==> config.mk <==
export PLATFORM = sky130hd
export DESIGN_NAME = ram_burst_master_flat
export DESIGN_NICKNAME = d
export VERILOG_FILES = /design/src/rtl/ram_burst_pkg.sv /design/src/rtl/ram_burst_master_if.sv /design/src/rtl/ram_burst_rdbuf.sv /design/src/rtl/ram_burst_master.sv /design/src/flat_wrapper.sv
export SDC_FILE = /design/constraint.sdc
export NUM_CORES = 1
export LEC_CHECK = 0
export ABC_CLOCK_PERIOD_IN_PS = 6090
export CORE_ASPECT_RATIO = 0.5
export CORE_MARGIN = 3
export CORE_UTILIZATION = 25
export CTS_CLUSTER_SIZE = 25
export DETAILED_ROUTE_END_ITERATION = 10
export PLACE_DENSITY = 0.61
export SYNTH_ARGS = -nofsm -noshare
export SYNTH_HDL_FRONTEND = slang
export SYNTH_HIERARCHICAL = 1
export SYNTH_SLANG_ARGS = --single-unit
==> constraint.sdc <==
create_clock -name clk -period 6.09 [get_ports clk]
set_input_delay 0.9135 -clock clk [delete_from_list [all_inputs] [get_ports clk]]
set_output_delay 0.9135 -clock clk [all_outputs]
set_load 0.005 [all_outputs]
==> src/rtl/ram_burst_pkg.sv <==
`default_nettype none
// =============================================================================
// Package  : ram_burst_pkg
// Brief    : Shared types and constants for the RAM burst master.
// Revision : 1.0 - initial release
// =============================================================================
package ram_burst_pkg;

    localparam int RAM_ADDR_SIZE   = 11;
    localparam int RAM_WORD_SIZE   = 32;
    localparam int RAM_MEMORY_SIZE = 2048;
    localparam int RD_BUF_DEPTH    = 2;

    typedef enum logic [2:0] {
        IDLE     = 3'd0,
        RD       = 3'd1,
        RD_DRAIN = 3'd2,
        WR       = 3'd3,
        DONE     = 3'd4
    } state_t;

    typedef struct packed {
        logic                     wr;
        logic [RAM_ADDR_SIZE-1:0] addr;
        logic [RAM_ADDR_SIZE:0]   len;
    } cmd_t;

endpackage
`default_nettype wire

==> src/rtl/ram_burst_master_if.sv <==
`default_nettype none
// =============================================================================
// Interface: ram_burst_master_if
// Brief    : Command, RAM and stream signals of the burst master.
// Config   : RAM_BURST_COUNT_EN adds xfer_count
// Revision : 1.0 - initial release
// =============================================================================
interface ram_burst_master_if #(
    parameter int ADDR_SIZE = 11,
    parameter int WORD_SIZE = 32
);
    logic                 cmd_valid;
    logic                 cmd_ready;
    logic                 cmd_wr;
    logic [ADDR_SIZE-1:0] cmd_addr;
    logic [ADDR_SIZE:0]   cmd_len;
    logic [ADDR_SIZE-1:0] ram_addr;
    logic                 ram_wr;
    logic [WORD_SIZE-1:0] ram_din;
    logic [WORD_SIZE-1:0] ram_dout;
    logic                 s_valid;
    logic                 s_ready;
    logic [WORD_SIZE-1:0] s_data;
    logic                 m_valid;
    logic                 m_ready;
    logic [WORD_SIZE-1:0] m_data;
    logic                 busy;
    logic                 done;
`ifdef RAM_BURST_COUNT_EN
    logic [ADDR_SIZE:0]   xfer_count;
`endif

    modport master (
        input  cmd_valid, cmd_wr, cmd_addr, cmd_len, ram_dout, s_valid, s_data, m_ready,
        output cmd_ready, ram_addr, ram_wr, ram_din, s_ready, m_valid, m_data, busy, done
`ifdef RAM_BURST_COUNT_EN
        , output xfer_count
`endif
    );

    modport slave (
        output cmd_valid, cmd_wr, cmd_addr, cmd_len, ram_dout, s_valid, s_data, m_ready,
        input  cmd_ready, ram_addr, ram_wr, ram_din, s_ready, m_valid, m_data, busy, done
`ifdef RAM_BURST_COUNT_EN
        , input xfer_count
`endif
    );

endinterface
`default_nettype wire

==> src/rtl/ram_burst_rdbuf.sv <==
`default_nettype none
// =============================================================================
// Module   : ram_burst_rdbuf
// Brief    : Small synchronous FIFO used as the read-data skid buffer.
// Revision : 1.0 - initial release
// =============================================================================
module ram_burst_rdbuf #(
    parameter int WIDTH = 32,
    parameter int DEPTH = 2
) (
    input  logic                         clk,
    input  logic                         rst,
    input  logic                         i_push,
    input  logic [WIDTH-1:0]             i_din,
    input  logic                         i_pop,
    output logic [WIDTH-1:0]             o_dout,
    output logic                         o_full,
    output logic                         o_empty,
    output logic [$clog2(DEPTH+1)-1:0]   o_count
);
    localparam int c_PTR_W = (DEPTH > 1) ? $clog2(DEPTH) : 1;
    localparam int c_CNT_W = $clog2(DEPTH + 1);

    logic [WIDTH-1:0]   r_mem [DEPTH];
    logic [c_PTR_W-1:0] r_wptr;
    logic [c_PTR_W-1:0] r_rptr;
    logic [c_CNT_W-1:0] r_count;
    logic               w_do_push;
    logic               w_do_pop;

    function automatic logic [c_PTR_W-1:0] ptr_inc(input logic [c_PTR_W-1:0] p);
        return (p == c_PTR_W'(DEPTH - 1)) ? '0 : p + c_PTR_W'(1);
    endfunction

    assign o_empty   = (r_count == '0);
    assign o_full    = (r_count == c_CNT_W'(DEPTH));
    assign o_count   = r_count;
    assign o_dout    = r_mem[r_rptr];
    assign w_do_pop  = i_pop & ~o_empty;
    // A full buffer may still accept a word in the same cycle its head leaves.
    assign w_do_push = i_push & (~o_full | w_do_pop);

    always_ff @(posedge clk) begin
        if (w_do_push) begin
            r_mem[r_wptr] <= i_din;
        end
    end

    always_ff @(posedge clk) begin
        if (rst) begin
            r_wptr  <= '0;
            r_rptr  <= '0;
            r_count <= '0;
        end else begin
            if (w_do_push) r_wptr <= ptr_inc(r_wptr);
            if (w_do_pop)  r_rptr <= ptr_inc(r_rptr);
            case ({w_do_push, w_do_pop})
                2'b10:   r_count <= r_count + c_CNT_W'(1);
                2'b01:   r_count <= r_count - c_CNT_W'(1);
                default: r_count <= r_count;
            endcase
        end
    end

endmodule
`default_nettype wire

==> src/rtl/ram_burst_master.sv <==
`default_nettype none
// =============================================================================
// Module   : ram_burst_master
// Brief    : Burst initiator for a 1-cycle-latency single-port RAM with
//            valid/ready read and write streams.
// Config   : RAM_BURST_COUNT_EN adds the xfer_count output
// Revision : 1.0 - initial release
// =============================================================================
module ram_burst_master
    import ram_burst_pkg::*;
#(
    parameter int ADDR_SIZE   = RAM_ADDR_SIZE,
    parameter int WORD_SIZE   = RAM_WORD_SIZE,
    parameter int MEMORY_SIZE = RAM_MEMORY_SIZE
) (
    input  logic               clk,
    input  logic               rst,
    ram_burst_master_if.master bus
);
    localparam int                   c_CNT_W   = $clog2(RD_BUF_DEPTH + 1);
    localparam logic [ADDR_SIZE:0]   c_MAX_LEN = (ADDR_SIZE + 1)'(MEMORY_SIZE);
    localparam logic [ADDR_SIZE:0]   c_ONE     = (ADDR_SIZE + 1)'(1);

    state_t               r_state;
    state_t               w_state_nxt;
    cmd_t                 w_cmd;
    logic [ADDR_SIZE-1:0] r_cur;
    logic [ADDR_SIZE:0]   r_rem;
    logic                 r_in_flight;
    logic                 w_accept;
    logic                 w_rd_issue;
    logic                 w_wr_fire;
    logic                 w_pop;
    logic                 w_buf_full;
    logic                 w_buf_empty;
    logic [c_CNT_W-1:0]   w_buf_count;
    logic [c_CNT_W:0]     w_occ;
    logic [WORD_SIZE-1:0] w_buf_dout;

    always_comb begin
        w_cmd.wr   = bus.cmd_wr;
        w_cmd.addr = bus.cmd_addr;
        w_cmd.len  = (bus.cmd_len > c_MAX_LEN) ? c_MAX_LEN : bus.cmd_len;
    end

    assign w_accept = (r_state == IDLE) & bus.cmd_valid;
    assign w_pop    = ~w_buf_empty & bus.m_ready;
    // Occupancy after this cycle's pop; counting the pop keeps one word per cycle.
    assign w_occ    = (c_CNT_W + 1)'(w_buf_count) + (c_CNT_W + 1)'(r_in_flight)
                    - (c_CNT_W + 1)'(w_pop);

    always_ff @(posedge clk) begin
        if (rst) r_state <= IDLE;
        else     r_state <= w_state_nxt;
    end

    always_comb begin
        w_state_nxt = r_state;
        case (r_state)
            IDLE: begin
                if (bus.cmd_valid) begin
                    if (w_cmd.len == '0) w_state_nxt = DONE;
                    else if (w_cmd.wr)   w_state_nxt = WR;
                    else                 w_state_nxt = RD;
                end
            end
            RD:       if (w_rd_issue && r_rem == c_ONE)    w_state_nxt = RD_DRAIN;
            RD_DRAIN: if (w_buf_empty && !r_in_flight)     w_state_nxt = DONE;
            WR:       if (w_wr_fire && r_rem == c_ONE)     w_state_nxt = DONE;
            DONE:     w_state_nxt = IDLE;
            default:  w_state_nxt = IDLE;
        endcase
    end

    always_comb begin
        bus.cmd_ready = 1'b0;
        bus.busy      = 1'b1;
        bus.done      = 1'b0;
        bus.ram_wr    = 1'b0;
        bus.ram_addr  = '0;
        bus.ram_din   = '0;
        bus.s_ready   = 1'b0;
        w_rd_issue    = 1'b0;
        w_wr_fire     = 1'b0;
        case (r_state)
            IDLE: begin
                bus.cmd_ready = 1'b1;
                bus.busy      = 1'b0;
            end
            RD: begin
                bus.ram_addr = r_cur;
                w_rd_issue   = (w_occ < (c_CNT_W + 1)'(RD_BUF_DEPTH)) & ~(w_buf_full & ~w_pop);
            end
            WR: begin
                bus.ram_addr = r_cur;
                bus.s_ready  = 1'b1;
                if (bus.s_valid) begin
                    w_wr_fire   = 1'b1;
                    bus.ram_wr  = 1'b1;
                    bus.ram_din = bus.s_data;
                end
            end
            DONE:     bus.done = 1'b1;
            default:  bus.busy = 1'b1;
        endcase
    end

    always_ff @(posedge clk) begin
        if (rst) begin
            r_cur       <= '0;
            r_rem       <= '0;
            r_in_flight <= 1'b0;
        end else begin
            r_in_flight <= w_rd_issue;
            if (w_accept) begin
                r_cur <= w_cmd.addr;
                r_rem <= w_cmd.len;
            end else if (w_rd_issue || w_wr_fire) begin
                r_cur <= r_cur + ADDR_SIZE'(1);
                r_rem <= r_rem - c_ONE;
            end
        end
    end

    // RAM output is registered, so the word issued last cycle lands here now.
    ram_burst_rdbuf #(
        .WIDTH (WORD_SIZE),
        .DEPTH (RD_BUF_DEPTH)
    ) u_rdbuf (
        .clk     (clk),
        .rst     (rst),
        .i_push  (r_in_flight),
        .i_din   (bus.ram_dout),
        .i_pop   (w_pop),
        .o_dout  (w_buf_dout),
        .o_full  (w_buf_full),
        .o_empty (w_buf_empty),
        .o_count (w_buf_count)
    );

    assign bus.m_valid = ~w_buf_empty;
    assign bus.m_data  = w_buf_empty ? '0 : w_buf_dout;

`ifdef RAM_BURST_COUNT_EN
    logic [ADDR_SIZE:0] r_xfer_count;

    always_ff @(posedge clk) begin
        if (rst || w_accept)         r_xfer_count <= '0;
        else if (w_pop || w_wr_fire) r_xfer_count <= r_xfer_count + c_ONE;
    end

    assign bus.xfer_count = r_xfer_count;
`endif

endmodule
`default_nettype wire
==> src/flat_wrapper.sv <==
// flat-port wrapper written by rule: the top's interface ports become plain ports
module ram_burst_master_flat import ram_burst_pkg::*;
#(
    parameter int ADDR_SIZE   = RAM_ADDR_SIZE,
    parameter int WORD_SIZE   = RAM_WORD_SIZE,
    parameter int MEMORY_SIZE = RAM_MEMORY_SIZE
)
  (clk, rst, bus_cmd_valid, bus_cmd_wr, bus_cmd_addr, bus_cmd_len, bus_ram_dout, bus_s_valid, bus_s_data, bus_m_ready, bus_cmd_ready, bus_ram_addr, bus_ram_wr, bus_ram_din, bus_s_ready, bus_m_valid, bus_m_data, bus_busy, bus_done);
  ram_burst_master_if #(.ADDR_SIZE(ADDR_SIZE), .WORD_SIZE(WORD_SIZE)) bus_i ();
  input  logic clk;
  input  logic rst;
  input wire logic [$bits(bus_i.cmd_valid)-1:0] bus_cmd_valid;
  input wire logic [$bits(bus_i.cmd_wr)-1:0] bus_cmd_wr;
  input wire logic [$bits(bus_i.cmd_addr)-1:0] bus_cmd_addr;
  input wire logic [$bits(bus_i.cmd_len)-1:0] bus_cmd_len;
  input wire logic [$bits(bus_i.ram_dout)-1:0] bus_ram_dout;
  input wire logic [$bits(bus_i.s_valid)-1:0] bus_s_valid;
  input wire logic [$bits(bus_i.s_data)-1:0] bus_s_data;
  input wire logic [$bits(bus_i.m_ready)-1:0] bus_m_ready;
  output wire logic [$bits(bus_i.cmd_ready)-1:0] bus_cmd_ready;
  output wire logic [$bits(bus_i.ram_addr)-1:0] bus_ram_addr;
  output wire logic [$bits(bus_i.ram_wr)-1:0] bus_ram_wr;
  output wire logic [$bits(bus_i.ram_din)-1:0] bus_ram_din;
  output wire logic [$bits(bus_i.s_ready)-1:0] bus_s_ready;
  output wire logic [$bits(bus_i.m_valid)-1:0] bus_m_valid;
  output wire logic [$bits(bus_i.m_data)-1:0] bus_m_data;
  output wire logic [$bits(bus_i.busy)-1:0] bus_busy;
  output wire logic [$bits(bus_i.done)-1:0] bus_done;
  assign bus_i.cmd_valid = bus_cmd_valid;
  assign bus_i.cmd_wr = bus_cmd_wr;
  assign bus_i.cmd_addr = bus_cmd_addr;
  assign bus_i.cmd_len = bus_cmd_len;
  assign bus_i.ram_dout = bus_ram_dout;
  assign bus_i.s_valid = bus_s_valid;
  assign bus_i.s_data = bus_s_data;
  assign bus_i.m_ready = bus_m_ready;
  assign bus_cmd_ready = bus_i.cmd_ready;
  assign bus_ram_addr = bus_i.ram_addr;
  assign bus_ram_wr = bus_i.ram_wr;
  assign bus_ram_din = bus_i.ram_din;
  assign bus_s_ready = bus_i.s_ready;
  assign bus_m_valid = bus_i.m_valid;
  assign bus_m_data = bus_i.m_data;
  assign bus_busy = bus_i.busy;
  assign bus_done = bus_i.done;
  ram_burst_master #(.ADDR_SIZE(ADDR_SIZE), .WORD_SIZE(WORD_SIZE), .MEMORY_SIZE(MEMORY_SIZE)) u_core (.clk(clk), .rst(rst), .bus(bus_i));
endmodule
Word level (Yosys, flattened, before mapping) --
Memory sizes are Yosys's and may differ from the RTL's. A register that Yosys moved wholly into a read port is not among the register bits. Cells that the tools add are included.
Storage, ports and cells: memories 1, bits in writable memories 64, bits in registers 31
Memories:
- u_core.u_rdbuf.r_mem | words 2, width 32, read ports 1, clocked after memory_dff 1, wr ports 1, line ram_burst_rdbuf.sv:24 | logic [WIDTH-1:0] r_mem [DEPTH];
Operators by class: order comparisons 2, muxes and demuxes 30, equal/unequal tests 12, add/subtract/negate cells 8, reductions and logical operators 12, bitwise operators 11
Operators by type and width (count):
- 2-to-1 mux 32 bit | 3
- 2-to-1 mux 12 bit | 3
- 2-to-1 mux 11 bit | 3
- 2-to-1 mux 3 bit | 5
- 2-to-1 mux 1 bit | 13
- == test 12 x 1 -> 1 bit (second input constant) | 1
- > comparator 12 bit (second input constant) | 1
- zero test 12 bit | 1
- case mux 3 bit (4 select lines) | 1
- subtractor 12 x 1 -> 12 bit (second input constant) | 1
- adder 11 x 1 -> 11 bit (second input constant) | 1
- AND 1 bit | 6
- == test 3 x 2 -> 1 bit (second input constant) | 2
- != test 2 x 1 -> 1 bit (second input constant) | 3
- == test 2 bit (second input constant) | 2
- inverter 1 bit | 4
- case mux 2 bit (2 select lines) | 1
- AND reduction 4 bit | 1
- nonzero test 2 bit | 2
- adder 2 x 1 -> 3 bit | 1
- == test 3 x 1 -> 1 bit (second input constant) | 1
- == test 3 bit (second input constant) | 1
- logical AND 1 bit | 3
- zero test 3 bit | 1
- other kinds (13) | 14

Depth between registers and ports, before layout --
Gate-level depths: netlist (run 1).
depth in word-level cells 11, gate-level depth with buffers 13, gate-level depth less buffers 11

Hierarchy --
Netlist (run 1), hierarchy kept.
By module, submodules not included:
- ram_burst_rdbuf | cells each 130, seq. area each 2021.9 um^2, times used 1, area each 2567.5 um^2
- ram_burst_master | cells each 298, seq. area each 540.5 um^2, times used 1, area each 2257.2 um^2

Least setup slack after synthesis (run 1) --
OpenSTA, ideal clock, no wires.
kind input to register, from in bus_m_ready, to reg u_core.r_cur[10], library setup time 0.074 ns, setup slack 2.752 ns, cell stages on the path 10, data arrival time 3.264 ns, cells stage by stage nand2b_4 -> inv_1 -> ha_1 -> nand2b_1 -> fa_1 -> xor2_1 -> a2111oi_4 -> nor2_2 -> or4_1 -> a31oi_1
On the way: word-level cells in the longest chain between the ends 8, elaborated cells between the ends (all ways) 10
Ends and longest elaborated chain:
- from (decl) | line flat_wrapper.sv:19 | input wire logic [$bits(bus_i.m_ready)-1:0] bus_m_ready;
- AND 1 bit * | line ram_burst_master.sv:47 | assign w_pop = ~w_buf_empty & bus.m_ready;
- named net u_core.w_pop | line ram_burst_master.sv:33 | logic w_pop;
- branches (longest 3 deep; another with subtractor 3 x 1 -> 3 bit)
- AND 1 bit * | line ram_burst_master.sv:92 | w_rd_issue = (w_occ < (c_CNT_W + 1)'(RD_BUF_DEPTH)) & ~(w_buf_full & ~w_pop);
- 2-to-1 mux 1 bit * | line ram_burst_master.sv:85 | case (r_state)
- logical OR 1 bit * | line ram_burst_master.sv:118 | end else if (w_rd_issue || w_wr_fire) begin
- nonzero test 2 bit (no source line) *
- to (signal assigned) | line ram_burst_master.sv:116 | r_cur <= w_cmd.addr;
- to (signal assigned) | line ram_burst_master.sv:119 | r_cur <= r_cur + ADDR_SIZE'(1);
- to (decl) | line ram_burst_master.sv:27 | logic [ADDR_SIZE-1:0] r_cur;
Mark *: on every way through the listed nets, which the timed path passes. A chain may end at the register's enable or synchronous reset.

Worst setup path after layout (run 1) --
from in bus_m_ready, to reg u_core.r_rem[10]
On the way: word-level cells in the longest chain between the ends 8, elaborated cells between the ends (all ways) 10
Ends and longest elaborated chain:
- AND 1 bit * | line ram_burst_master.sv:47
- named net u_core.w_pop | line ram_burst_master.sv:33
- branches (longest 3 deep; another with subtractor 3 x 1 -> 3 bit)
- AND 1 bit * | line ram_burst_master.sv:92
- 2-to-1 mux 1 bit * | line ram_burst_master.sv:85
- logical OR 1 bit * | line ram_burst_master.sv:118
- nonzero test 2 bit (no source line) *
- to (signal assigned) | line ram_burst_master.sv:117 | r_rem <= w_cmd.len;
- to (signal assigned) | line ram_burst_master.sv:120 | r_rem <= r_rem - c_ONE;
- to (decl) | line ram_burst_master.sv:28 | logic [ADDR_SIZE:0] r_rem;
Marked as above.

==> key figures, run 1 <==
Timing
  • Fmax: 245.0 MHz
  • Final setup fails: 0
  • Setup_tns: 0 ns
  • Relative max-transition margin: 29.99%
  • Worst Max-Slew Pin Slew: 1.048 ns
  • Worst clock skew: 0.005807 ns
  • Final count of pins violating max slew: 0
  • RSZ-0062 raised after global routing: no
  • Hold Vio Cnt, Final: 0
  • Final period utilization: 67.01%
  • Fin crit period: 4.081 ns

Global route
  • Tot GR Track Use: 12.11%
  • Total congestion overflow: 0
  • First-pass GRT wire length: 20700 um
  • Initial antenna violation count: 0
  • Largest net degree at the start of global routing: 37
  • Vias in the first global route: 3988

Floorplanning
  • Initial Util: 25.86%
  • DIE WIDTH: 202.5 um
  • IO Pins: 174
  • Die area: 0.02110 mm^2
  • Num rows: 35
  • Core ar.: 0.01866 mm^2
  • Die Ht: 104.2 um

Critical path
  • CP Buf/Inv Count: 2
  • Critical path's largest stage delay: 0.80 ns
  • Worst setup startpoint: bus_m_ready
  • Delay-heaviest family, CP: compound AO/OA/AOI/OAI gates
  • Crit start category: primary input
  • CP Max Fanout: 12
  • Critical-path cell with the highest stage delay: a2111oi_4
  • Reg2reg start: u_core/u_rdbuf/o_count[1]
  • Critical Path RT: 6.34 ns
  • Critical path capture point type: flip-flop
  • Worst setup path class: in2reg
  • Crit path DAT: 4.33 ns
  • Critical Path, Cell by Cell: clkdlybuf4s50_1, nand2b_4, inv_1, ha_1, nand2b_1, fa_1, xor2_1, a2111oi_4, o21ai_2, or3_1, a311oi_1

Place
  • # port buffers: 173
  • Detailed Place HPWL: 9436 um
  • Placed cell count: 839
  • GP Congestion: 0.7903

Synthesis
  • Unique masters post-synth: 60
  • Synth warn: 6
  • Post-synth top flop: edfxtp_1
  • Synthesized flop and latch total: 96
  • Mapped Nets: 526
  • Post-synth top cells: edfxtp_1 (64), and2_1 (43), dfxtp_1 (32), nor2b_1 (31), mux2_2 (30)
  • Cell Area, Synth: 0.004825 mm^2
  • Post-synth top area cell: edfxtp_1
  • Most numerous cell in the Yosys netlist: edfxtp_1
  • Yosys top cell area share: 39.83%
  • Ys async rst share: 0%
  • Synthesized instance count: 428
  • EDFF count, synth: 64
  • Largest cells by area after synthesis: edfxtp_1 (40%), dfxtp_1 (13%), mux2_2 (7.0%)
  • Syn Area/Cell: 11.27 um^2
  • Seq/Total Area, Yosys: 53.11%

Routing
  • Via count: 3851
  • Routed wl met2: 6603 um
  • Pre-antenna DRT Iters: 4
  • Final WL: 12960 um
  • Post-route DRC: 0
  • Final ANT Viol Nets: 0
  • WL met3: 1077 um
  • Vias per cell: 4.504
  • M1 wire length: 5184 um
  • Avg WL per Cell: 15.15 um
  • Initial drt markers: 231
  • Max Used Layer: met4

Layout
  • Antenna Cells: 0
  • Area growth from synthesis to final layout: 47.28%
  • Fillers: 1861
  • Layout cell share with drive strength beyond 1: 11.74%
  • Nets: 689
  • Reg area: 0.002564 mm^2
  • Final Non-Filler Cells: 855
  • Multi-input gate area: 0.002097 mm^2

Clock network
  • Root Driver: clkbuf_16
  • TritonCTS clock tree: built
  • Hold buffer count at cts: 0
  • Worst-path clk slew: 0.07 ns
  • Clock Latency Late Sink: 0.34 ns
  • H-tree depth: 3
  • Post-CTS Resized: 0
  • Num CTS Buffers: 9
  • Postcts setup bufs: 0
  • CTS sink cnt: 96
  • Clk buf depth: 2

Pwr
  • P per Cell Area: 323.6 mW/mm^2
  • Sequential share of power: 39.0%
  • Net Sw Frac: 31.96%
  • Static leakage: 2.447 nW
  • VDD IR-drop max: 0.0001506 V
  • P_int: 1.565 mW
  • Clock Power Share: 25.8%
  • Gate power share: 35.2%
  • Sw Pwr: 0.7349 mW

Worst hold path
  • Worst min path class: reg2reg
  • Worst hold start: u_core/r_cur[8]

Flow run
  • Max Cap Violations: 0

Status
  • Status: finished, final reports clean
## through the flow
stage | worst slack, ns | power [mW] | hold slack [ns] | cell area, um^2 | util [%]
after detailed placement | 1.638 | 1.725 | 0.4946 | 6788 | 36.39
after global routing | 1.825 | 2.452 | 0.5245 | 7106 | 38.09
after floorplan | 2.752 | 1.404 | 0.4660 | 4825 | -
final | 2.009 | 2.299 | 0.5071 | 7106 | 38.09
after global placement | 1.737 | 1.714 | 0.4881 | 6788 | 36.39
after CTS | 1.994 | 2.334 | 0.5084 | 7106 | 38.09
## power groups by stage
| stage | registers (mW) | clock network [mW] | logic [mW] |
|---|---|---|---|
| after floorplan | 0.872 | 0 | 0.533 |
| after global placement | 0.908 | 0 | 0.806 |
| after detailed placement | 0.910 | 0 | 0.814 |
| after CTS | 0.897 | 0.618 | 0.819 |
| after global routing | 0.913 | 0.645 | 0.894 |
| final | 0.897 | 0.594 | 0.808 |
## cell families (layout without fill, tap and decap cells)
kind of cell,Yosys count,in the layout,synth area share (%)
buf+inv,37,205,3.890
xor+xnor,9,9,1.634
mux,34,34,7.987
compound gates,75,75,11.39
fa+ha+maj,5,5,1.452
flops,96,96,53.11
simple gates,172,172,20.54
## cell type report
| type | instances | area share (%) |
|---|---|---|
| Clock inverter | 4 | 0.7043 |
| Timing Repair Buffer | 176 | 24.69 |
| Clock buffer | 12 | 3.768 |
| Sequential cell | 96 | 36.08 |
| Tap cell | 259 | 4.561 |
| Inverter | 13 | 0.6867 |
| Multi-Input combinational cell | 295 | 29.51 |
## state kept, by name, summed over array words and instances, names as in the netlist, named ones only
signal,flops
u_core/r_cur,11
u_core/u_rdbuf/r_rptr,1
u_core/u_rdbuf/r_wptr,1
u_core/r_rem,12
u_core/u_rdbuf/r_mem,64
u_core/r_state,3
u_core/u_rdbuf/o_count,2
u_core/r_in_flight,1
## layer usage
layer  vias up  global-route usage, %
met2       135                  21.89
met4         0                  2.370
met1      1840                  13.85
met5         -                      0
li1       1868                      -
met3         8                  4.408
## cell usage in the layout (no fill, tap or decap), drive strengths merged, types with 4 or more instances in the layout
cell,count
inv,13
nor3,7
o2111ai,4
mux2,33
a21o,4
and2,43
a21oi,18
xor2,7
o22ai,4
o21ai,10
nor4,6
dfxtp,32
edfxtp,64
a31oi,5
or3,6
clkdlybuf4s50,173
nand3,5
nor2,29
nor2b,31
ha,4
a211oi,6
clkbuf,12
nand2,17
nand2b,12
and3,4
## worst paths after layout
check | slack (ns) | cells after the start | end
worst max-delay path | 2.01 | 11 | u_core/r_rem[10]
worst min-delay path | 0.51 | 2 | u_core/r_cur[8]
worst max register to register | 2.36 | 11 | u_core/r_rem[10]
worst min register to register | 0.51 | 2 | u_core/r_cur[8]
## worst reg2reg max path, cell delays in order (launching register included)
cell       delay, ns
dfxtp_1         0.58
nor2_4          0.07
nand2b_4        0.17
inv_1           0.17
ha_1            0.26
nand2b_1        0.15
fa_1            0.38
xor2_1          0.20
a2111oi_4       0.81
o21ai_2         0.20
or3_1           0.39
a311oi_1        0.27
(Power assumes the default switching activity.)
==> run 2, diff against run 1 <==
--- a/config.mk
+++ b/config.mk
@@ -5,7 +5,7 @@
 export SDC_FILE = /design/constraint.sdc
 export NUM_CORES = 1
 export LEC_CHECK = 0
-export ABC_CLOCK_PERIOD_IN_PS = 6090
+export ABC_CLOCK_PERIOD_IN_PS = 4059
 export CORE_ASPECT_RATIO = 0.5
 export CORE_MARGIN = 3
 export CORE_UTILIZATION = 25
==> constraint.sdc (replaced) <==
create_clock -name clk -period 4.06 [get_ports clk]
set_input_delay 0.609 -clock clk [delete_from_list [all_inputs] [get_ports clk]]
set_output_delay 0.609 -clock clk [all_outputs]
set_load 0.005 [all_outputs]
==> key figures, run 2 (synthesis results as in run 1) <==
Timing
  • Worst clock skew: 0.01031 ns
  • Final setup fails: 0
  • Worst Max-Slew Pin Slew: 0.8465 ns
  • Setup_tns: 0 ns
  • Post-route setup slack: 0.5910 ns
  • Fin crit period: 3.469 ns
  • Hold Vio Cnt, Final: 0
  • Final period utilization: 85.44%
  • RSZ-0062 raised after global routing: no
  • Final count of pins violating max slew: 0
  • Relative max-transition margin: 43.05%
  • Fmax: 288.3 MHz

Layout
  • Area growth from synthesis to final layout: 47.64%
  • Top flop regs: u_core/u_rdbuf/r_mem x64, u_core/r_rem x12, u_core/r_cur x11
  • Commonest non-fill, non-tap cells in the layout: clkdlybuf4s50_1 (173), edfxtp_1 (64), and2_1 (43)
  • Antenna Cells: 0
  • Layout cell share with drive strength beyond 1: 12.50%
  • Largest reg by FF count: u_core/u_rdbuf/r_mem
  • Fin util: 38.18%
  • Commonest non-fill, non-tap cell in the layout: clkdlybuf4s50_1
  • Nets: 693
  • Max reg flops: 64

Routing
  • Pre-antenna DRT Iters: 4
  • Via count: 3909
  • Vias per cell: 4.551
  • Initial drt markers: 259
  • Final WL: 13150 um
  • Post-route DRC: 0
  • Final ANT Viol Nets: 0
  • Avg WL per Cell: 15.31 um

Critical path
  • CP Buf/Inv Count: 3
  • CP Max Fanout: 12
  • Delay-heaviest family, CP: buffers and inverters
  • Critical Path, Cell by Cell: clkdlybuf4s50_1, nand2b_4, inv_1, ha_1, nand2b_1, fa_1, xor2_1, a2111oi_4, buf_4, nor2_2, or4_1, a31oi_1
  • Crit start category: primary input
  • Critical-path cell with the highest stage delay: or4_1
  • Crit path DAT: 3.74 ns
  • Critical Path RT: 4.33 ns
  • Worst setup path class: in2reg
  • Critical path capture point type: flip-flop
  • Critical path's largest stage delay: 0.51 ns

Global route
  • Vias in the first global route: 4025
  • Total congestion overflow: 0
  • First-pass GRT wire length: 20700 um
  • Largest net degree at the start of global routing: 44
  • Initial antenna violation count: 0
  • Tot GR Track Use: 12.13%

Worst hold path
  • Worst min path class: reg2reg

Clock network
  • Postcts setup bufs: 0
  • Worst-path clk slew: 0.07 ns
  • Clk buf depth: 2
  • H-tree depth: 3
  • CTS sink cnt: 96
  • Root Driver: clkbuf_16
  • Clock Latency Late Sink: 0.34 ns
  • Post-CTS Resized: 0
  • Num CTS Buffers: 9
  • TritonCTS clock tree: built
  • Hold buffer count at cts: 0

Flow run
  • Max Cap Violations: 0

Floorplanning
  • Initial Util: 25.86%
  • Die Ht: 104.2 um
  • Die area: 0.02110 mm^2
  • DIE WIDTH: 202.5 um
  • IO Pins: 174
  • Num rows: 35
  • Core ar.: 0.01866 mm^2

Pwr
  • P per Cell Area: 482.6 mW/mm^2
  • Static leakage: 2.469 nW
  • P_int: 2.330 mW
  • Clock Power Share: 24.7%
  • VDD IR-drop max: 0.0001835 V
  • Sw Pwr: 1.108 mW
  • Net Sw Frac: 32.23%
  • Sequential share of power: 39.2%
  • Gate power share: 36.1%

Place
  • Detailed Place HPWL: 9717 um
  • Setup WS pre-CTS: 0.2520 ns
  • # port buffers: 173
  • GP Congestion: 0.8475

Status
  • Status: finished, final reports clean
run 2: cell count changes in the layout (fill, tap and decap cells not counted):
| cell | previous run | this run |
|---|---|---|
| clkinv_1 | 1 | 0 |
| buf_4 | 3 | 7 |
| clkbuf_8 | 1 | 3 |
| clkinv_2 | 0 | 2 |
| bufinv_16 | 1 | 0 |
| clkinvlp_4 | 1 | 0 |
| clkinv_4 | 1 | 0 |
run 2: power groups by stage:
stage / logic [mW] / clock network [mW] / registers, mW
2_1_floorplan: 0.799 / 0 / 1.31
3_3_place_gp: 1.23 / 0 / 1.36
3_5_place_dp: 1.25 / 0 / 1.37
4_1_cts: 1.25 / 0.882 / 1.35
5_1_grt: 1.37 / 0.912 / 1.37
6_report: 1.24 / 0.849 / 1.35
run 2: path summary, 6_finish.rpt:
check / from / endpoint / slack, ns / cells past startpoint
max: bus_m_ready / u_core/r_cur[10] / 0.59 / 12
min: u_core/u_rdbuf/r_rptr / u_core/u_rdbuf/r_rptr / 0.51 / 2
max reg2reg: u_core/u_rdbuf/o_count[1] / u_core/r_cur[10] / 0.61 / 12
min reg2reg: u_core/u_rdbuf/r_rptr / u_core/u_rdbuf/r_rptr / 0.51 / 2
run 2: stage by stage:
step	hold slack, ns	instances	power [mW]	area, um^2
CTS	0.5076	859	3.482	7123
global placement	0.4834	843	2.593	6818
global route	0.5332	859	3.646	7123
detailed placement	0.4936	843	2.613	6818
floorplan	0.4660	428	2.107	4825
finish	0.5081	859	3.438	7123
run 2: layer usage:
layer  share of wire (%)  vias to the layer above  track usage (%)
li1                    -                     1879                -
met1                  40                     1861            13.60
met2                  51                      153            22.18
met3                 7.6                       16            4.095
met4                 1.3                        0            3.012
met5                   0                        -                0
run 2: tightest hold or removal path, delay by kind of cell (launching register included):
family        cells  cell delay (ns)
simple gates      1             0.07
xor+xnor          1             0.08
flops             1             0.32
run 2: final cells by class:
| class | count | area, um^2 |
|---|---|---|
| clock buffer | 14 | 295.3 |
| tap | 259 | 324.1 |
| sequential | 96 | 2564 |
| inverter | 13 | 48.80 |
| fill | 1851 | 11530 |
| multi-input combinational | 295 | 2097 |
| timing repair buffer | 180 | 1784 |
| clock inverter | 2 | 10.01 |
==> run 3, diff against run 2 <==
--- a/config.mk
+++ b/config.mk
@@ -8,10 +8,10 @@
 export ABC_CLOCK_PERIOD_IN_PS = 4059
 export CORE_ASPECT_RATIO = 0.5
 export CORE_MARGIN = 3
-export CORE_UTILIZATION = 25
+export CORE_UTILIZATION = 40
 export CTS_CLUSTER_SIZE = 25
 export DETAILED_ROUTE_END_ITERATION = 10
-export PLACE_DENSITY = 0.61
+export PLACE_DENSITY = 0.84
 export SYNTH_ARGS = -nofsm -noshare
 export SYNTH_HDL_FRONTEND = slang
 export SYNTH_HIERARCHICAL = 1
==> key figures, run 3 (synthesis results as in run 1) <==
Global route
  • Tot GR Track Use: 18.02%
  • Largest net degree at the start of global routing: 44
  • Total congestion overflow: 0
  • Initial antenna violation count: 0
  • Vias in the first global route: 4087
  • First-pass GRT wire length: 19890 um

Clock network
  • Clk buf depth: 2
  • Hold buffer count at cts: 0
  • Worst-path clk slew: 0.06 ns
  • TritonCTS clock tree: built
  • Root Driver: clkbuf_16
  • Postcts setup bufs: 0
  • H-tree depth: 3
  • Clock Latency Late Sink: 0.33 ns
  • Post-CTS Resized: 0
  • CTS sink cnt: 96
  • Num CTS Buffers: 9

Routing
  • Via count: 3874
  • Initial drt markers: 221
  • Vias per cell: 5.118
  • Post-route DRC: 0
  • Final ANT Viol Nets: 0
  • Avg WL per Cell: 16.29 um
  • Pre-antenna DRT Iters: 4
  • Final WL: 12330 um

Layout
  • Commonest non-fill, non-tap cell in the layout: clkdlybuf4s50_1
  • Fillers: 910
  • Antenna Cells: 0
  • Largest reg by FF count: u_core/u_rdbuf/r_mem
  • Fin util: 60.98%
  • Layout cell share with drive strength beyond 1: 12.21%
  • Nets: 691
  • Max reg flops: 64
  • Top flop regs: u_core/u_rdbuf/r_mem x64, u_core/r_rem x12, u_core/r_cur x11
  • Commonest non-fill, non-tap cells in the layout: clkdlybuf4s50_1 (173), edfxtp_1 (64), and2_1 (43)
  • Area growth from synthesis to final layout: 43.91%

Floorplanning
  • IO Pins: 174
  • DIE WIDTH: 161.3 um
  • Core ar.: 0.01138 mm^2
  • Num rows: 27
  • Die Ht: 83.66 um
  • Initial Util: 42.38%
  • Die area: 0.01350 mm^2

Critical path
  • CP Buf/Inv Count: 3
  • Crit start category: primary input
  • Delay-heaviest family, CP: buffers and inverters
  • Critical Path, Cell by Cell: clkdlybuf4s50_1, nand2b_4, inv_1, ha_1, nand2b_1, fa_1, xor2_1, a2111oi_4, buf_4, nor2_2, or4_1, a31oi_1
  • Reg2Reg Depth: 12
  • Critical path's largest stage delay: 0.51 ns
  • Crit path capture: u_core/r_cur[10]
  • Worst setup path class: in2reg
  • Crit path DAT: 3.76 ns
  • Critical path capture point type: flip-flop
  • Worst setup startpoint: bus_m_ready
  • Crit. path cell count: 12
  • Critical-path cell with the highest stage delay: clkdlybuf4s50_1
  • Reg2reg start: u_core/u_rdbuf/o_count[1]
  • Worst reg2reg endpoint: u_core/r_cur[10]
  • CP Max Fanout: 12
  • Critical Path RT: 4.32 ns
  • R2R Setup Slk: 0.60 ns

Place
  • Detailed Place HPWL: 8822 um
  • Setup WS pre-CTS: 0.2513 ns
  • GP Congestion: 0.8964
  • # port buffers: 173

Timing
  • Worst Max-Slew Pin Slew: 0.9811 ns
  • Final setup fails: 0
  • Fin crit period: 3.501 ns
  • Final period utilization: 86.22%
  • RSZ-0062 raised after global routing: no
  • Relative max-transition margin: 34.44%
  • Worst clock skew: 0.005671 ns
  • Setup_tns: 0 ns
  • Worst hold slack: 0.5065 ns
  • Fmax: 285.7 MHz
  • Hold Vio Cnt, Final: 0
  • Post-route setup slack: 0.5594 ns
  • Final count of pins violating max slew: 0

Pwr
  • VDD IR-drop max: 0.0002226 V
  • Static leakage: 2.443 nW
  • Final Power: 3.341 mW
  • P per Cell Area: 481.2 mW/mm^2

Flow run
  • Max Cap Violations: 0

Worst hold path
  • Worst min path class: reg2reg

Status
  • Status: finished, final reports clean
-- run 3: changes by cell type in the layout (fill, tap and decap cells not counted), sizes merged --
cell	delta
inv	+2
clkinv	+3
buf	-2
clkbuf	-5
-- run 3: per-layer routing --
metal | track usage (%) | vias up | part of all wire (%)
met5 | 0 | - | 0
met2 | 32.91 | 146 | 52
met4 | 4.762 | 0 | 1.1
met3 | 6.244 | 12 | 7.8
li1 | - | 1868 | -
met1 | 20.06 | 1848 | 40
-- run 3: metrics by stage --
stage	cell area, um^2	instances
floorplan	4825	428
detailed placement	6671	741
global route	6943	757
finish	6943	757
global placement	6671	741
CTS	6943	757
-- run 3: worst min-delay path by stage --
stage                                     start         endpoint  slack [ns]  depth (start not counted)
after floorplan                 u_core/r_rem[5]  u_core/r_rem[5]        0.47                          2
after global placement          u_core/r_rem[5]  u_core/r_rem[5]        0.49                          2
after detailed placement  u_core/u_rdbuf/r_rptr        flip-flop        0.50                          2
after CTS                       u_core/r_rem[5]  u_core/r_rem[5]        0.51                          2
after global routing            u_core/r_rem[1]  u_core/r_rem[1]        0.55                          2
final                           u_core/r_rem[4]  u_core/r_rem[4]        0.51                          2
-- run 3: layout make-up --
class                           count  area [um^2]  area share [%]
Clock buffer                        9        225.2           3.244
Clock inverter                      7        46.29          0.6668
Inverter                           13        48.80          0.7028
Multi-Input combinational cell    295         2092           30.13
Sequential cell                    96         2562           36.91
Tap cell                          159        198.9           2.865
Timing Repair Buffer              178         1769           25.48
-- run 3: worst register-to-register path: cells and delay by family, from the launching register on --
kind	cells	cell delay, ns
compound gates	2	0.51
fa+ha+maj	2	0.65
simple gates	5	1.03
buf+inv	2	0.42
flops	1	0.57
xor+xnor	1	0.21
-- run 3: where the power goes --
group	internal, mW	switching [mW]	total (mW)	leakage (nW)
Clock	0.416	0.356	0.772	0.140
Combinational	0.610	0.614	1.22	1.46
Sequential	1.21	0.134	1.35	0.841
Total	2.24	1.10	3.34	2.44
==> variant: new RTL, settings of run 3 <==
The package constant `RD_BUF_DEPTH` goes from 2 to 1.
--- a/src/rtl/ram_burst_pkg.sv
+++ b/src/rtl/ram_burst_pkg.sv
@@ -9,7 +9,7 @@
     localparam int RAM_ADDR_SIZE   = 11;
     localparam int RAM_WORD_SIZE   = 32;
     localparam int RAM_MEMORY_SIZE = 2048;
-    localparam int RD_BUF_DEPTH    = 2;
+    localparam int RD_BUF_DEPTH    = 1;
 
     typedef enum logic [2:0] {
         IDLE     = 3'd0,
Formal check against the unedited RTL: not equivalent (a bounded check fails within 4 cycles, from zero or initial values and one cycle with rst high).
==> variant against run 3 <==
Total power fell by 11%; clock power rose by 12%; design area fell by 22%; sequential cell count fell by 36; synthesized cell count fell by 18%; synthesized area fell by 33%; cell count fell by 17%; hold slack got worse by 0.0055 ns; die area fell by 31%; worst setup slack improved by 0.17 ns; critical path depth fell by 1; wire length fell by 17%; critical path type unchanged; largest cell class is now buffers.
==> variant: results (changes against run 3) <==
Clocking
  • Clk root buf: clkbuf_16
  • Number of CTS-inserted buffers: 9 (unchanged)
  • Clock Path Buffers: 2 (unchanged)
  • Reg clk slew, reported paths: 0.05 ns
  • Setup Buffers After CTS: 0 (unchanged)
  • Cts repair resizes: 0 (unchanged)
  • Clock latency on the worst-skew pair: 0.33 ns (about the same)
  • CTS HTree Levels: 3 (unchanged)

Drt
  • Routed length per instance: 16.3 um (about the same)
  • Pre-antenna DRT Iters: 4 (unchanged)
  • Routed vias: 3200 (-17%)
  • DRT iter0 DRCs: 212 (-4.1%)

Final layout
  • Nets: 613 (-11%)
  • Fill cells: 587 (-35%)
  • Registers with the most flip-flops: u_core/u_rdbuf/r_mem (32), u_core/r_rem (12), u_core/r_cur (11)
  • Ant. Diodes: 0 (unchanged)
  • Share of layout cells above drive strength 1: 5.77% (-6.4 points)

Pwr
  • VDD IR max: 0.000283 V (+27%)
  • Leak: 2.01 nW (-18%)

Logic synthesis
  • Asr flop ratio synth: 0% (unchanged)
  • Top cells by count, synth: 34 x nor2b_1, 32 x and3_1, 32 x edfxtp_1
  • Number of synthesized flops with an enable pin: 32 (-50%)
  • Netlist cell types: 53 (-12%)
  • Top post-synthesis cells by area: edfxtp_1 30%, dfxtp_1 17%, nor2b_1 6.6%
  • Mapped Nets: 447 (-15%)
  • Register area share after synthesis: 46.9% (-6.2 points)

Global route
  • Initial antenna violation count: 0 (unchanged)
  • Pin count of the biggest net entering global routing: 45 (+2.3%)
  • GRT Total Usage: 21.6% (+3.6 points)
  • Vias in the first global route: 3122 (-24%)
  • First-pass GRT wire length: 16100 um (-19%)

Placed design
  • Placed Area: 5060 um^2 (-24%)
  • PortBufs: 173 (unchanged)
  • Place WS: 0.481 ns (+0.230 ns)
  • Routability cong.: 0.877 (-2.2%)
  • Hpwl dp: 7520 um (-15%)

STA
  • Setup Skew: 0.00600 ns (+0.000326 ns)
  • Relative slew margins: 28.1% (-6.4 points)

Outcome
  • Status: finished, final reports clean

Worst setup path
  • WP data arrival: 3.57 ns (-0.19 ns)
  • Maximum fanout along the worst path: 11 (-1)

Worst hold path
  • Hold Crit Class: flip-flop to flip-flop
-- variant: cell count changes after synthesis, sizes merged, moves of 28 or more --
cell	change
and3	+28
and2	-31
mux2	-32
edfxtp	-32
-- variant: per-stage QoR --
stage | util (%) | instances | power [mW]
6_report | 71.0 | 628 | 2.99
5_1_grt | 71.0 | 628 | 3.16
4_1_cts | 71.0 | 628 | 2.99
3_5_place_dp | 66.6 | 612 | 2.11
3_3_place_gp | 66.6 | 612 | 2.09
2_1_floorplan | - | 349 | 1.65
-- variant: layer usage --
| layer | vias up | global-route usage (%) | wire length (um) |
|---|---|---|---|
| met5 | - | 0 | 0 |
| met4 | 0 | 5.82 | 59 |
| met3 | 4 | 4.78 | 581 |
| met2 | 107 | 37.8 | 5170 |
| met1 | 1490 | 27.1 | 4420 |
| li1 | 1599 | - | - |
-- variant: layout make-up --
class | instances | share of cell area, %
repair buffers | 179 | 32.9
multi-input cells | 249 | 29.0
flip-flops and latches | 60 | 28.2
clock buffers | 9 | 4.17
well taps | 108 | 2.50
clock inverters | 7 | 2.13
inverters | 16 | 1.11
-- variant: final timing paths --
path,start,to,slack (ns),depth (start not counted)
hold reg to reg,u_core/r_in_flight,u_core/u_rdbuf/o_count,0.50,2
setup / recovery,bus_m_ready,u_core/r_cur[10],0.73,11
hold / removal,u_core/r_in_flight,u_core/u_rdbuf/o_count,0.50,2
setup reg to reg,u_core/u_rdbuf/o_count,u_core/r_cur[10],0.92,11
-- variant: worst max-delay path, cell delays in order --
cell,delay [ns]
clkdlybuf4s50_1,0.41
nand2b_1,0.18
inv_1,0.08
ha_1,0.28
inv_1,0.04
ha_1,0.18
xor2_1,0.29
a2111oi_4,0.11
nor3_1,0.84
o21ai_0,0.30
a31oi_1,0.26
-- variant: kinds of logic after synthesis --
kind of cell / share of synthesized area (%)
buf+inv: 5.06
compound gates: 16.3
mux: 0.347
flops: 46.9
xor+xnor: 0.811
fa+ha+maj: 1.93
simple gates: 28.6
-- variant: report_power, final --
part	internal [mW]	switching, mW
registers	0.802	0.129
clock network	0.596	0.265
logic	0.561	0.634
